$ cat src/rtl/stream_mux_arb_pkg.sv
// stream_mux_arb_pkg
//   Shared definitions for the stream multiplexer/arbiter:
//   - arbitration mode encodings (arb_mode input values)
//   - clog2w(): ceiling log2 used to size channel-index fields
package stream_mux_arb_pkg;

  localparam logic [1:0] ARB_MANUAL = 2'b00;
  localparam logic [1:0] ARB_FIXED  = 2'b01;
  localparam logic [1:0] ARB_RR     = 2'b10;  // 2'b11 also selects round-robin

  // Ceiling log2. It returns at least 1, so a 1-bit index is always legal.
  function automatic int clog2w(input int n);
    int w;
    w = 1;
    while ((1 << w) < n) w++;
    return w;
  endfunction

endpackage

$ cat src/rtl/stream_mux_arb_rr_arbiter.sv
// rr_arbiter
//   Purely combinational request -> grant logic for the stream multiplexer.
//   Ports:
//     req_i       in   NUM_CH  per-channel request (in_valid)
//     ptr_i       in   SEL_W   round-robin search start (always < NUM_CH)
//     sel_i       in   SEL_W   manual-mode channel index
//     mode_i      in   2       arbitration mode (see package)
//     grant_o     out  NUM_CH  one-hot grant, or zero
//     grant_idx_o out  SEL_W   index of the granted channel (0 when none)
//     grant_vld_o out  1       a channel is granted
module rr_arbiter
  import stream_mux_arb_pkg::*;
#(
  parameter int NUM_CH = 8,
  parameter int SEL_W  = clog2w(NUM_CH)
) (
  input  logic [NUM_CH-1:0] req_i,
  input  logic [SEL_W-1:0]  ptr_i,
  input  logic [SEL_W-1:0]  sel_i,
  input  logic [1:0]        mode_i,
  output logic [NUM_CH-1:0] grant_o,
  output logic [SEL_W-1:0]  grant_idx_o,
  output logic              grant_vld_o
);

  always_comb begin
    grant_o     = '0;
    grant_idx_o = '0;
    grant_vld_o = 1'b0;

    if (mode_i == ARB_MANUAL) begin
      // Comparing against every legal index means an out-of-range sel
      // simply never matches, so no grant is produced.
      for (int k = 0; k < NUM_CH; k++) begin
        if ((int'(sel_i) == k) && req_i[k]) begin
          grant_vld_o = 1'b1;
          grant_idx_o = SEL_W'(k);
        end
      end
    end else if (mode_i == ARB_FIXED) begin
      // Scan from the top down; the last hit is the lowest valid index.
      for (int k = NUM_CH - 1; k >= 0; k--) begin
        if (req_i[k]) begin
          grant_vld_o = 1'b1;
          grant_idx_o = SEL_W'(k);
        end
      end
    end else begin
      // Same descending trick over the rotated order ptr, ptr+1, ...
      // The last hit is the first valid channel at or after ptr.
      for (int k = NUM_CH - 1; k >= 0; k--) begin
        if (req_i[(int'(ptr_i) + k) % NUM_CH]) begin
          grant_vld_o = 1'b1;
          grant_idx_o = SEL_W'((int'(ptr_i) + k) % NUM_CH);
        end
      end
    end

    if (grant_vld_o) grant_o[grant_idx_o] = 1'b1;
  end

endmodule

$ cat src/rtl/stream_mux_arb.sv
// stream_mux_arb
//   N-channel stream selector with a registered valid/ready output stage.
//   It supports manual, fixed-priority and round-robin arbitration, selected at runtime.
//   Ports:
//     clk       in   1                  clock, rising edge
//     rst_n     in   1                  asynchronous active-low reset
//     arb_mode  in   2                  00 manual, 01 fixed, 1x round-robin
//     sel       in   SEL_W              manual-mode channel
//     in_data   in   NUM_CH*DATA_WIDTH  channel k at [k*DATA_WIDTH +: DATA_WIDTH]
//     in_valid  in   NUM_CH             per-channel request
//     in_ready  out  NUM_CH             one-hot accept (combinational from out_ready)
//     out_data  out  DATA_WIDTH         registered selected word
//     out_valid out  1                  output register holds a word
//     out_ready in   1                  consumer accepts the word
//     out_ch    out  SEL_W              source channel of out_data
module stream_mux_arb
  import stream_mux_arb_pkg::*;
#(
  parameter int DATA_WIDTH = 4,
  parameter int NUM_CH     = 8,
  parameter int SEL_W      = clog2w(NUM_CH)
) (
  input  logic                         clk,
  input  logic                         rst_n,
  input  logic [1:0]                   arb_mode,
  input  logic [SEL_W-1:0]             sel,
  input  logic [NUM_CH*DATA_WIDTH-1:0] in_data,
  input  logic [NUM_CH-1:0]            in_valid,
  output logic [NUM_CH-1:0]            in_ready,
  output logic [DATA_WIDTH-1:0]        out_data,
  output logic                         out_valid,
  input  logic                         out_ready,
  output logic [SEL_W-1:0]             out_ch
);

  logic [DATA_WIDTH-1:0] words [NUM_CH];
  logic [NUM_CH-1:0]     grant;
  logic [SEL_W-1:0]      grant_idx;
  logic                  grant_vld;
  logic                  load;
  logic                  xfer;

  logic [DATA_WIDTH-1:0] out_data_q, out_data_d;
  logic [SEL_W-1:0]      out_ch_q, out_ch_d;
  logic                  out_valid_q, out_valid_d;
  logic [SEL_W-1:0]      rr_ptr_q, rr_ptr_d;

  for (genvar gi = 0; gi < NUM_CH; gi++) begin : g_words
    assign words[gi] = in_data[gi*DATA_WIDTH +: DATA_WIDTH];
  end

  rr_arbiter #(
    .NUM_CH (NUM_CH),
    .SEL_W  (SEL_W)
  ) u_arb (
    .req_i       (in_valid),
    .ptr_i       (rr_ptr_q),
    .sel_i       (sel),
    .mode_i      (arb_mode),
    .grant_o     (grant),
    .grant_idx_o (grant_idx),
    .grant_vld_o (grant_vld)
  );

  // The output register may take a new word when it is empty or being drained.
  assign load     = !out_valid_q || out_ready;
  // rst_n gating keeps every accept low while the block is held in reset.
  assign in_ready = (load && rst_n) ? grant : '0;
  // The arbiter grants only requesting channels, so a grant under load is a transfer.
  assign xfer     = load && grant_vld && rst_n;

  always_comb begin
    out_valid_d = out_valid_q;
    out_data_d  = out_data_q;
    out_ch_d    = out_ch_q;
    rr_ptr_d    = rr_ptr_q;
    if (load) out_valid_d = xfer;
    if (xfer) begin
      out_data_d = words[grant_idx];
      out_ch_d   = grant_idx;
      // Both 2'b10 and 2'b11 select round-robin, so only bit 1 matters.
      if (arb_mode[1]) begin
        rr_ptr_d = (int'(grant_idx) == NUM_CH - 1) ? '0 : grant_idx + 1'b1;
      end
    end
  end

  always_ff @(posedge clk or negedge rst_n) begin
    if (!rst_n) begin
      out_valid_q <= 1'b0;
      out_data_q  <= '0;
      out_ch_q    <= '0;
      rr_ptr_q    <= '0;
    end else begin
      out_valid_q <= out_valid_d;
      out_data_q  <= out_data_d;
      out_ch_q    <= out_ch_d;
      rr_ptr_q    <= rr_ptr_d;
    end
  end

  assign out_valid = out_valid_q;
  assign out_data  = out_data_q;
  assign out_ch    = out_ch_q;

endmodule

$ cat config.mk
export PLATFORM = sky130hd
export DESIGN_NAME = stream_mux_arb
export DESIGN_NICKNAME = d
export VERILOG_FILES = /design/src/rtl/stream_mux_arb_pkg.sv /design/src/rtl/stream_mux_arb_rr_arbiter.sv /design/src/rtl/stream_mux_arb.sv
export SDC_FILE = /design/constraint.sdc
export NUM_CORES = 1
export LEC_CHECK = 0
export ABC_AREA = 1
export CAP_MARGIN = 15
export CORE_ASPECT_RATIO = 0.8
export CORE_MARGIN = 2
export CORE_UTILIZATION = 25
export DETAILED_ROUTE_END_ITERATION = 16
export GPL_TIMING_DRIVEN = 0
export PLACE_DENSITY = 0.53
export SETUP_SLACK_MARGIN = 0.3
export SLEW_MARGIN = 40
export SYNTH_ARGS = -nofsm -noshare
export SYNTH_HDL_FRONTEND = slang
export SYNTH_SLANG_ARGS = --single-unit
$ cat constraint.sdc
create_clock -name clk -period 2.9 [get_ports clk]
set_clock_uncertainty 0.1 [all_clocks]
set_input_delay 0.58 -clock clk [delete_from_list [all_inputs] [get_ports clk]]
set_output_delay 0.58 -clock clk [all_outputs]
set_load 0.02 [all_outputs]
==> flow_summary.yaml, run 1 <==
floorplan:
  initial_core_util_pct: 26.2
  die_area_um2: 7510
  num_rows: 26
  coreArea_um2: 6510
  io-pin-count: 64
  dieWidth_um: 96.4
  die_h_um: 77.9
power_and_ir_drop:
  leakage_uw: 0.00149
  max-vdd-ir-drop_mv: 0.496
  p_per_area_nw_per_um2: 1210
synth:
  synth_simple_gate_area_share_pct: 61.0
  yosys.area_share.adder_pct: 2.20
  synth.distinct_cells: 27
  synth_fp_nets: 379
  synthCells: 328
  ys_seq_elements: 11
  synth_top_family_by_area: "simple AND/OR/NAND/NOR gates"
  syn_area_per_cell_um2: 5.20
  synth_top_area_cell: "nand2_1"
  muxShareOfSynthArea_pct: 0
  synth_top_area_share_pct: 26.2
  synth-warning-count: 0
  synth_xor_area_share_pct: 0.513
  synth.area.top_cells: "nand2_1, nand3_1, dfrtp_1"
  synth_compound_area_share_pct: 7.99
  yosysSeqAreaShare_pct: 16.1
  synth_area_um2: 1710
worst_setup_path:
  rr_endpoint: "out_data[0]"
  crit_fanout: 6
  end_kind: "output port"
  rrSetupSlack_ns: 0.15
  reg2regPathDepth: 24
  cp.required_ns: 2.22
  start_kind: "register"
  r2r_start: "rr_ptr_q[0]"
  worstPathArrival_ns: 2.47
  worstSetupPathType: "register to output port"
routing:
  via_count: 2328
  final_antenna_net_count: 0
  drtIter0Drc: 78
  drc: 0
  wl_per_cell_um: 12.4
  drt_first_pass_iters: 4
  viasPerCell: 4.67
  routed_wl_mm: 6.17
layout:
  nNetsFinal: 467
  drive_gt1_share_pct: 29.9
  antenna_cells: 0
  final_cells: 499
  syn_to_final_growth_pct: 80.5
sta:
  worst_slack_ns: -0.246
  slew_violations: 0
  max_freq_mhz: 318
  rsz0062_at_grt: "yes"
  worst_pin_slew_ns: 0.548
  holdWs_ns: 0.382
  period_minus_slack_ns: 3.15
  finalCritPeriodShare_pct: 108
  finalHoldViolCount: 0
  setup_violations: 8
  slew_headroom_pct: 63.4
grt:
  grt_use_met3_pct: 1.26
  gr-total-overflow: 0
  grt_pass1_vias: 2330
  grt_start_max_net_pins: 13
  antenna_found_initial: 0
  grt_use_total_pct: 17.9
  use_met2_pct: 28.3
  met1_usage_pct: 27.0
  busiest_layer: "met2"
  grt_pass1_wl_mm: 10.9
clock_network:
  numCtsBuffers: 3
  insertion_delay_ns: 0.23
  cts_root_buffer: "clkbuf_8"
  htree_levels: 1
  cts_tree: "done"
  cts.clk_slew.worst_paths_ns: 0.05
  cts_sinks: 11
  cts_buffer_depth: 2
worst_hold_path:
  worstHoldStart: "out_ch[1]"
  hold_class: "register to register"
  hold_end: "out_ch[1]"
  whs_path_depth: 2
outcome:
  violations: "setup timing"
  status: "finished with violations"
place:
  numPortBuffers: 63
  place_inst: 475
  place.gp.congestion: 0.848
  dp_hpwl_mm: 4.81
job:
  maxCapViolations: 0
## Yosys cell counts (all sizes together)
cell      n
a21oi    10
a31oi     1
buf       5
clkbuf    1
clkinv    2
dfrtp    11
ha        3
inv      41
nand2   125
nand3    64
nand4     4
nor2     40
nor3      3
nor4      1
o21ai     8
o22ai     2
o31ai     1
o41ai     1
or2       4
xor2      1
## flip-flops by register name, summed over array words and instances, names as in the netlist
name	flops
out_data	4
rr_ptr_q	3
out_valid	1
out_ch	3
## worst max path at each step
stage / depth (start not counted) / slack [ns] / endpoint / from
2_1_floorplan: 21 / 0.1 / in_ready[1] / rr_ptr_q[1]
3_3_place_gp: 10 / -1.64 / in_ready[4] / in_valid[6]
3_5_place_dp: 10 / -1.60 / in_ready[4] / in_valid[4]
4_1_cts: 19 / -0.22 / in_ready[2] / rr_ptr_q[0]
5_1_grt: 21 / -0.44 / in_ready[2] / rr_ptr_q[0]
6_report: 21 / -0.25 / in_ready[5] / rr_ptr_q[0]
## cell usage in the layout (no fill, tap or decap), types with 9 or more instances in the layout
cell type / synthesis / final
buf_4: 2 / 21
buf_6: 2 / 9
clkdlybuf4s50_1: 0 / 44
dfrtp_1: 11 / 9
inv_1: 36 / 33
nand2_1: 119 / 101
nand2_2: 4 / 17
nand3_1: 63 / 45
nand3_2: 1 / 10
nand3_4: 0 / 9
nor2_1: 40 / 26
nor2_4: 0 / 9
## cell type report
cell class	instances	area (um^2)
multi-input combinational	268	1620
buffer	6	76.3
timing repair buffer	83	767
sequential	11	278
tap	84	105
clock buffer	4	45.0
inverter	43	189
fill	686	3430
## cell families (layout without fill, tap and decap cells)
kind of cell	count (synthesis)	count (layout)
buf+inv	49	136
xor+xnor	1	1
flops	11	11
compound gates	23	23
fa+ha+maj	3	3
simple gates	241	241
## power breakdown
group          internal (uW)  switching (uW)  leakage, uW
registers                225            65.1     0.000130
clock network           95.8            49.6    0.0000228
logic                   1360            1940      0.00134
total                   1680            2050      0.00149
## worst max-delay path, cell delays in order, from the launching register on
cell,delay (ns)
dfrtp_1,0.41
inv_4,0.06
ha_4,0.27
buf_12,0.13
clkinv_8,0.07
nand3_4,0.10
nand3_4,0.09
nand2_2,0.09
nand2_1,0.05
nand2_1,0.05
nand2_1,0.04
nand2_1,0.05
nand2_1,0.04
nand2_1,0.05
nand2_1,0.05
nand2_2,0.11
nand2_4,0.09
nand2_4,0.08
buf_8,0.11
nand2_8,0.07
nor2_4,0.11
buf_6,0.12
## routing by layer
metal | wire [um] | share of wire, %
met1 | 3040 | 49
met2 | 2830 | 46
met3 | 274 | 4.4
met4 | 22 | 0.36
met5 | 0 | 0
## stage by stage
step	utilization, %	power [uW]	cell area (um^2)	setup slack, ns	TNS (ns)
floorplan	-	2220	1860	0.0981	0
global placement	39.9	2820	2600	-1.64	-17.52
detailed placement	39.9	2840	2600	-1.60	-17.10
CTS	45.4	3460	2950	-0.224	-1.75
global route	47.3	4160	3080	-0.440	-4.07
finish	47.3	3740	3080	-0.246	-1.86
## what timing repair did
item,4_1_cts,5_1_grt
setup buffers,18,2
hold buffers,0,0
resized for setup,105,35
endpoints found under the setup margin,19,16
pin swaps,19,8
(Power assumes the default switching activity.)
==> inputs of run 2 (changes only) <==
--- a/config.mk
+++ b/config.mk
@@ -10,6 +10,7 @@
 export CORE_ASPECT_RATIO = 0.8
 export CORE_MARGIN = 2
 export CORE_UTILIZATION = 25
+export CTS_CLUSTER_SIZE = 40
 export DETAILED_ROUTE_END_ITERATION = 16
 export GPL_TIMING_DRIVEN = 0
 export PLACE_DENSITY = 0.53
==> results of run 2 <==
No change in the layout: final DEF, timing and power equal those of run 1.
